**src/rtl/ram_check_pkg.sv**
```systemverilog
// Shared FSM state type and encoding for the RAM read checker.
// Used by ram_read_checker and ram_addr_gen.
package ram_check_pkg;

    localparam int STATE_W = 2;

    localparam logic [STATE_W-1:0] ENC_IDLE  = 2'd0;
    localparam logic [STATE_W-1:0] ENC_READ  = 2'd1;
    localparam logic [STATE_W-1:0] ENC_DRAIN = 2'd2;
    localparam logic [STATE_W-1:0] ENC_DONE  = 2'd3;

    typedef enum logic [STATE_W-1:0] {
        ST_IDLE  = ENC_IDLE,
        ST_READ  = ENC_READ,
        ST_DRAIN = ENC_DRAIN,
        ST_DONE  = ENC_DONE
    } state_e;

endpackage

```
**src/rtl/ram_addr_gen.sv**
```systemverilog
// Loadable, enabled read-address counter with a last-address flag.
// The counter parks on LAST_ADDR instead of wrapping.
module ram_addr_gen
    import ram_check_pkg::*;
#(
    parameter int ADDR_W    = 8,
    parameter int LAST_ADDR = 2**ADDR_W-1
) (
    input  logic              clk,
    input  logic              rst_n,
    input  logic              load_i,
    input  logic              en_i,
    output logic [ADDR_W-1:0] addr_o,
    output logic              last_o
);

    localparam logic [ADDR_W-1:0] LAST_A = ADDR_W'(LAST_ADDR);

    logic [ADDR_W-1:0] addr_q;
    logic [ADDR_W-1:0] addr_d;

    always_comb begin
        addr_d = addr_q;
        if (load_i) begin
            addr_d = '0;
        end else if (en_i && !last_o) begin
            addr_d = addr_q + 1'b1;
        end
    end

    always_ff @(posedge clk or negedge rst_n) begin
        if (!rst_n) begin
            addr_q <= '0;
        end else begin
            addr_q <= addr_d;
        end
    end

    assign addr_o = addr_q;
    assign last_o = (addr_q == LAST_A);

endmodule

```
**config.mk**
```make
export PLATFORM = sky130hd
export DESIGN_NAME = ram_addr_gen
export DESIGN_NICKNAME = d
export VERILOG_FILES = /design/src/rtl/ram_check_pkg.sv /design/src/rtl/ram_addr_gen.sv
export SDC_FILE = /design/constraint.sdc
export NUM_CORES = 1
export LEC_CHECK = 0
export BUFFER_PORTS_ARGS = -buffer_cell sky130_fd_sc_hd__buf_4
export CORE_AREA = 2 2 39 41
export CTS_BUF_LIST = sky130_fd_sc_hd__clkbuf_4
export CTS_CLUSTER_DIAMETER = 80
export DETAILED_ROUTE_END_ITERATION = 16
export DIE_AREA = 0 0 41 43
export GPL_TIMING_DRIVEN = 0
export SLEW_MARGIN = 20
export SYNTH_ARGS = -nofsm -noshare
export SYNTH_HDL_FRONTEND = slang
export SYNTH_SLANG_ARGS = --single-unit
export TNS_END_PERCENT = 1
```
**constraint.sdc**
```tcl
create_clock -name clk -period 2 [get_ports clk]
set_clock_uncertainty 0.05 [all_clocks]
set_input_delay 0.1 -clock clk [delete_from_list [all_inputs] [get_ports clk]]
set_output_delay 0.1 -clock clk [all_outputs]
set_load 0.03 [all_outputs]
```
---- Yosys cells after proc, flatten, opt, wreduce, memory -nomap -nowiden ----
Cells that the tools add are included.
storage, ports and cells
  bits of input ports ..................... 4
  bits in registers ....................... 8
  output and inout port bits .............. 9
cells by class
  add/subtract/negate cells ............... 1
  muxes and demuxes ....................... 2
  reduce and logical (&&, ||, !) cells .... 3
  equality and inequality tests ........... 1
operators with widths
  kind                   number
  $mux W8                2
  $add A8 B1 Y8 const B  1
  $eq A8 B8 Y1 const B   1
  $reduce_bool A2 Y1     1
  $logic_and A1 B1 Y1    1
  $logic_not A1 Y1       1

---- Logic depth before layout (Yosys ltp) ----
  depth after elaboration ................. 5
  gate-level depth with buffers ........... 4

---- Worst setup path after synthesis ----
OpenSTA, ideal clock, no wires.
  path type ............................... reg-to-reg
  from .................................... register addr_q[0], in the netlist addr_o[0]
  to ...................................... register addr_q[0], in the netlist addr_o[0]
  path buffers ............................ 0
  period minus slack after synthesis ...... 1.647 ns
  arrival ................................. 1.472 ns
  slack ................................... 0.353 ns
  setup time .............................. 0.125 ns
  cell stages (with the launch flop) ...... 5
  cells stage by stage .................... dfrtp_1 > ha_1 > and4_4 > a21boi_2 > mux2_4
on the way
  longest elaborated chain between the ends .. 4
  elaborated cells on any way between the ends .. 7
RTL lines
  item                                                                   line                text
  start: declaration                                                     ram_addr_gen.sv:19  logic [ADDR_W-1:0] addr_q;
  start signal: assignment                                               ram_addr_gen.sv:35  addr_q <= addr_d;
  parallel branches: the longest is 4 deep, another holds $add A8 B1 Y8  --
Several ways; the timed one is not identified. The select of a mux whose other input is x is not followed.
A chain may end at the register's enable or synchronous reset.

---- Worst setup path in the final report ----
  from .................................... register addr_q[0], in the netlist addr_o[0]
  to ...................................... output port last_o
on the way
  longest elaborated chain between the ends .. 1
RTL lines
  item              line                text
  $eq A8 B8 Y1      ram_addr_gen.sv:40  assign last_o = (addr_q == LAST_A);
  end: declaration  ram_addr_gen.sv:14  output logic last_o
No other way between the ends.

==> results.txt <==
The count of placed standard cells including taps is 75. The clock buffer count from CTS is 3. After clock tree synthesis, the clock-pin slew on the worst setup and hold paths is 0.06 ns. The class of the tightest hold or removal check is in -> async. A synthesized cell averages 9.98 um2.

In the routed layout, each cell is associated on average with a via count of between 5 and 6. The net switching power of the design is 0.0000875 W. The critical path's largest stage delay is between 0.4 and 0.5 ns.

The internal power of the cells is approximately 0.00025 W. The final worst-path cycle share is 83.8%. Wires add up to roughly 1000 um.

The routed layout has approximately 420 vias. The starting DRC count in detailed routing is 8. The largest individual stage delay along the critical path comes from the cell sky130_fd_sc_hd__dfrtp_1. Setup violations remaining at the end of the flow were counted as 0. For this design the ratio of total power to cell area is 558 mW/mm2. Of the total power, the share spent switching nets is 25.6%. The cell area after synthesis is 469 um2. The data arrival time of the worst path is 1.53 ns. The first global-routing pass estimated 1610 um of wire. In this run, synthesis produced a sequential element count of 8. The minimum setup slack after placement is about 0.39 ns.

The critical path in this run is classified as reg -> out. The maximum number of pins on one net before global-route repair is 11. The synthesized instance count came out at between 40 and 50. Across every metal layer, demand over resource in global routing totals ~14%.

The share of cells above drive strength 1 came out at between 30% and 40%. The net count reported at finish came out at 70. The floorplan step set the die width to ~40 um.

The total placed instance area is about 580 um2. The total number of H-tree levels came out at 1. The number of buffers and inverters on the critical path is 1. The total global routing overflow came out at 0.

Of the total power, the clock network draws a little under two fifths. The final-report max-slew violation count came to 0. The tool flagged a number of max-cap violations equal to 0. The number of clock sinks came out at 8. The maximum clock insertion buffer count came out at 2. Hold timing on the final database bottoms out at a slack of ~0.15 ns.

STA puts the critical path data required time at between 1.5 and 2 ns. The total inserted antenna cells is 0. The final critical delay including setup and external delays came out at between 1.5 and 2 ns. The worst pin sits at a relative slew slack of between 70 and 80%. Combinational logic is responsible for between 10% and 20% of the overall power.

Timing would allow up to approximately 0.60 GHz. The critical path goes through ha_1, and4_4, and2_2, buf_4. The count of antenna-violating nets left after detailed routing is 0. The first TritonRoute pass finished after 4 iterations. After floorplanning, the core was sized to cover between 0.001 and 0.0015 mm2. The kind of cell with the highest combined delay along the critical path is simple AND/OR/NAND/NOR gates. The initial utilization of the core area, before any placement, comes to roughly a third. The via count of the first global-routing pass came to between 300 and 400. In the final routed layout, each cell accounts on average for 12.8 um. The worst-case setup margin in the final layout is 0.324 ns. The area added between synthesis and finish is 30.4%. The worst setup path is launched from a flip-flop.

From bottom edge to top edge, the die measures around 43 um. The worst ir drop on vdd is around 0.26 mV. The number of rows created at floorplan came out at 14. The boundary pin count is 13. The share of total power in sequential cells is 50.1%. The number of antenna violations at the first check in global routing came out at 0. The highest fanout seen on the critical path came out at 6. The CTS tree is yes.

Setup repair after global routing left no endpoint under its margin. The part of the Yosys area used for sequential elements is 42.7%. The flow ran to the end, and the final reports show no timing, DRC or antenna violations.

During placement, the flow inserted port buffers numbering 12. The number of post-CTS setup repair buffers is 0. The aggregate negative setup slack came out at 0 ns. The floorplan step defined a die boundary enclosing approximately 0.0018 mm2. At the pin with the least slew margin, the transition time is slightly below 0.4 ns. The worst-skew pair later-pin latency is around 0.25 ns. The flip-flop count of the largest register, all copies and words added is 8. CTS placed an instance of sky130_fd_sc_hd__clkbuf_4 at the clock tree root. The congestion estimate from routability-driven global placement came to between 0.7 and 0.8. The post-layout instance area is approximately 610 um2. The leakage power is about 0.27 nW. The number of warnings printed during yosys synthesis is 0. The kind of end point of the critical path is a primary output.

Detailed placement finished with a half-perimeter wire length of between 700 and 800 um. The final non-filler cell total came out at approximately 80. The total count of hold-check failures in the final report is 0.

The quantity of gates resized following cts is 0. Yosys mapped the design onto 25 distinct sky130hd cell types. In the routed design, unresolved DRC markers number 0.

The net count after synthesis is between 50 and 60.
## Yosys cell counts, drive strengths merged
master / count / area (um2)
a211oi: 4 / 30.0
a21boi: 1 / 11.3
a21oi: 3 / 15.0
a31oi: 2 / 12.5
and2: 1 / 7.51
and3: 1 / 6.26
and4: 2 / 21.3
clkbuf: 1 / 3.75
dfrtp: 8 / 200
ha: 1 / 12.5
inv: 1 / 3.75
mux2: 2 / 26.3
mux2i: 1 / 10.0
nand2: 3 / 11.3
nand2b: 2 / 12.5
nand3: 3 / 15.0
nand4: 2 / 12.5
nor2: 1 / 3.75
nor2b: 2 / 12.5
nor3: 2 / 10.0
nor3b: 1 / 7.51
nor4b: 1 / 8.76
o21bai: 2 / 15.0
## layout make-up
type	count	area (um2)
sequential	8	200
timing repair buffer	13	100
inverter	1	3.75
fill	135	772
tap	16	20.0
clock buffer	3	22.5
multi-input combinational	37	262
buffer	1	3.75
## path summary, 6_finish.rpt
path	to	cells past startpoint	slack [ns]	startpoint
max	last_o	4	0.32	addr_o[0]$_DFFE_PN0P_
max in group asynchronous	addr_o[2]$_DFFE_PN0P_	2	1.62	rst_n
min in group clk	addr_o[4]$_DFFE_PN0P_	3	0.16	en_i
min reg2reg	addr_o[5]$_DFFE_PN0P_	1	0.52	addr_o[5]$_DFFE_PN0P_
min	addr_o[3]$_DFFE_PN0P_	2	0.15	rst_n
max reg2reg	addr_o[0]$_DFFE_PN0P_	4	0.39	addr_o[0]$_DFFE_PN0P_
## repair_timing
action                                 in CTS  in global routing
setup endpoints to repair                   0                  0
endpoints found under the hold margin       8                  0
hold buffers                                1                  0
## cell usage in the layout, fill, tap and decap left out, types with 2 or more instances in the layout
| cell type | count |
|---|---|
| sky130_fd_sc_hd__nand2_1 | 3 |
| sky130_fd_sc_hd__nand3_1 | 3 |
| sky130_fd_sc_hd__a211oi_1 | 4 |
| sky130_fd_sc_hd__nand4_1 | 2 |
| sky130_fd_sc_hd__nand2b_1 | 2 |
| sky130_fd_sc_hd__a31oi_1 | 2 |
| sky130_fd_sc_hd__a21oi_1 | 3 |
| sky130_fd_sc_hd__clkbuf_4 | 3 |
| sky130_fd_sc_hd__buf_4 | 12 |
| sky130_fd_sc_hd__dfrtp_1 | 8 |
| sky130_fd_sc_hd__nor2b_1 | 2 |
| sky130_fd_sc_hd__o21bai_1 | 2 |
| sky130_fd_sc_hd__nor3_1 | 2 |
## logic make-up after synthesis
group	Yosys count	share of synthesized area, %
AO/OA/AOI/OAI	12	17.9
adder cells (fa/ha/maj)	1	2.67
buffers and inverters	2	1.60
flip-flops	8	42.7
multiplexers	3	7.73
AND/OR/NAND/NOR	21	27.5
## through the flow
| stage | total power, W | util [%] |
|---|---|---|
| global placement | 0.000215 | 41.9 |
| detailed placement | 0.000216 | 41.9 |
| floorplan | 0.000196 | - |
| CTS | 0.000347 | 44.2 |
| global route | 0.000362 | 44.2 |
| finish | 0.000342 | 44.2 |
## power groups by stage
stage | clock, W | sequential (W) | combinational (W)
3_5_place_dp | 0 | 0.000174 | 0.0000413
4_1_cts | 0.000133 | 0.000171 | 0.0000430
6_report | 0.000128 | 0.000171 | 0.0000421
2_1_floorplan | 0 | 0.000181 | 0.0000153
5_1_grt | 0.000142 | 0.000172 | 0.0000470
3_3_place_gp | 0 | 0.000174 | 0.0000409
## per-layer routing
| layer | vias to the layer above | track usage, % | wire length, um |
|---|---|---|---|
| met3 | 2 | 3.14 | 46 |
| met5 | - | 0 | 0 |
| li1 | 212 | - | - |
| met4 | 0 | 10.0 | 9 |
| met2 | 10 | 19.1 | 483 |
| met1 | 199 | 18.2 | 473 |
## worst reg2reg max path, stage by stage (launching register included)
cell	delay [ns]
sky130_fd_sc_hd__dfrtp_1	0.43
sky130_fd_sc_hd__ha_1	0.28
sky130_fd_sc_hd__and4_4	0.21
sky130_fd_sc_hd__a21boi_2	0.21
sky130_fd_sc_hd__mux2_4	0.32
Power figures use the tool's default switching activity.
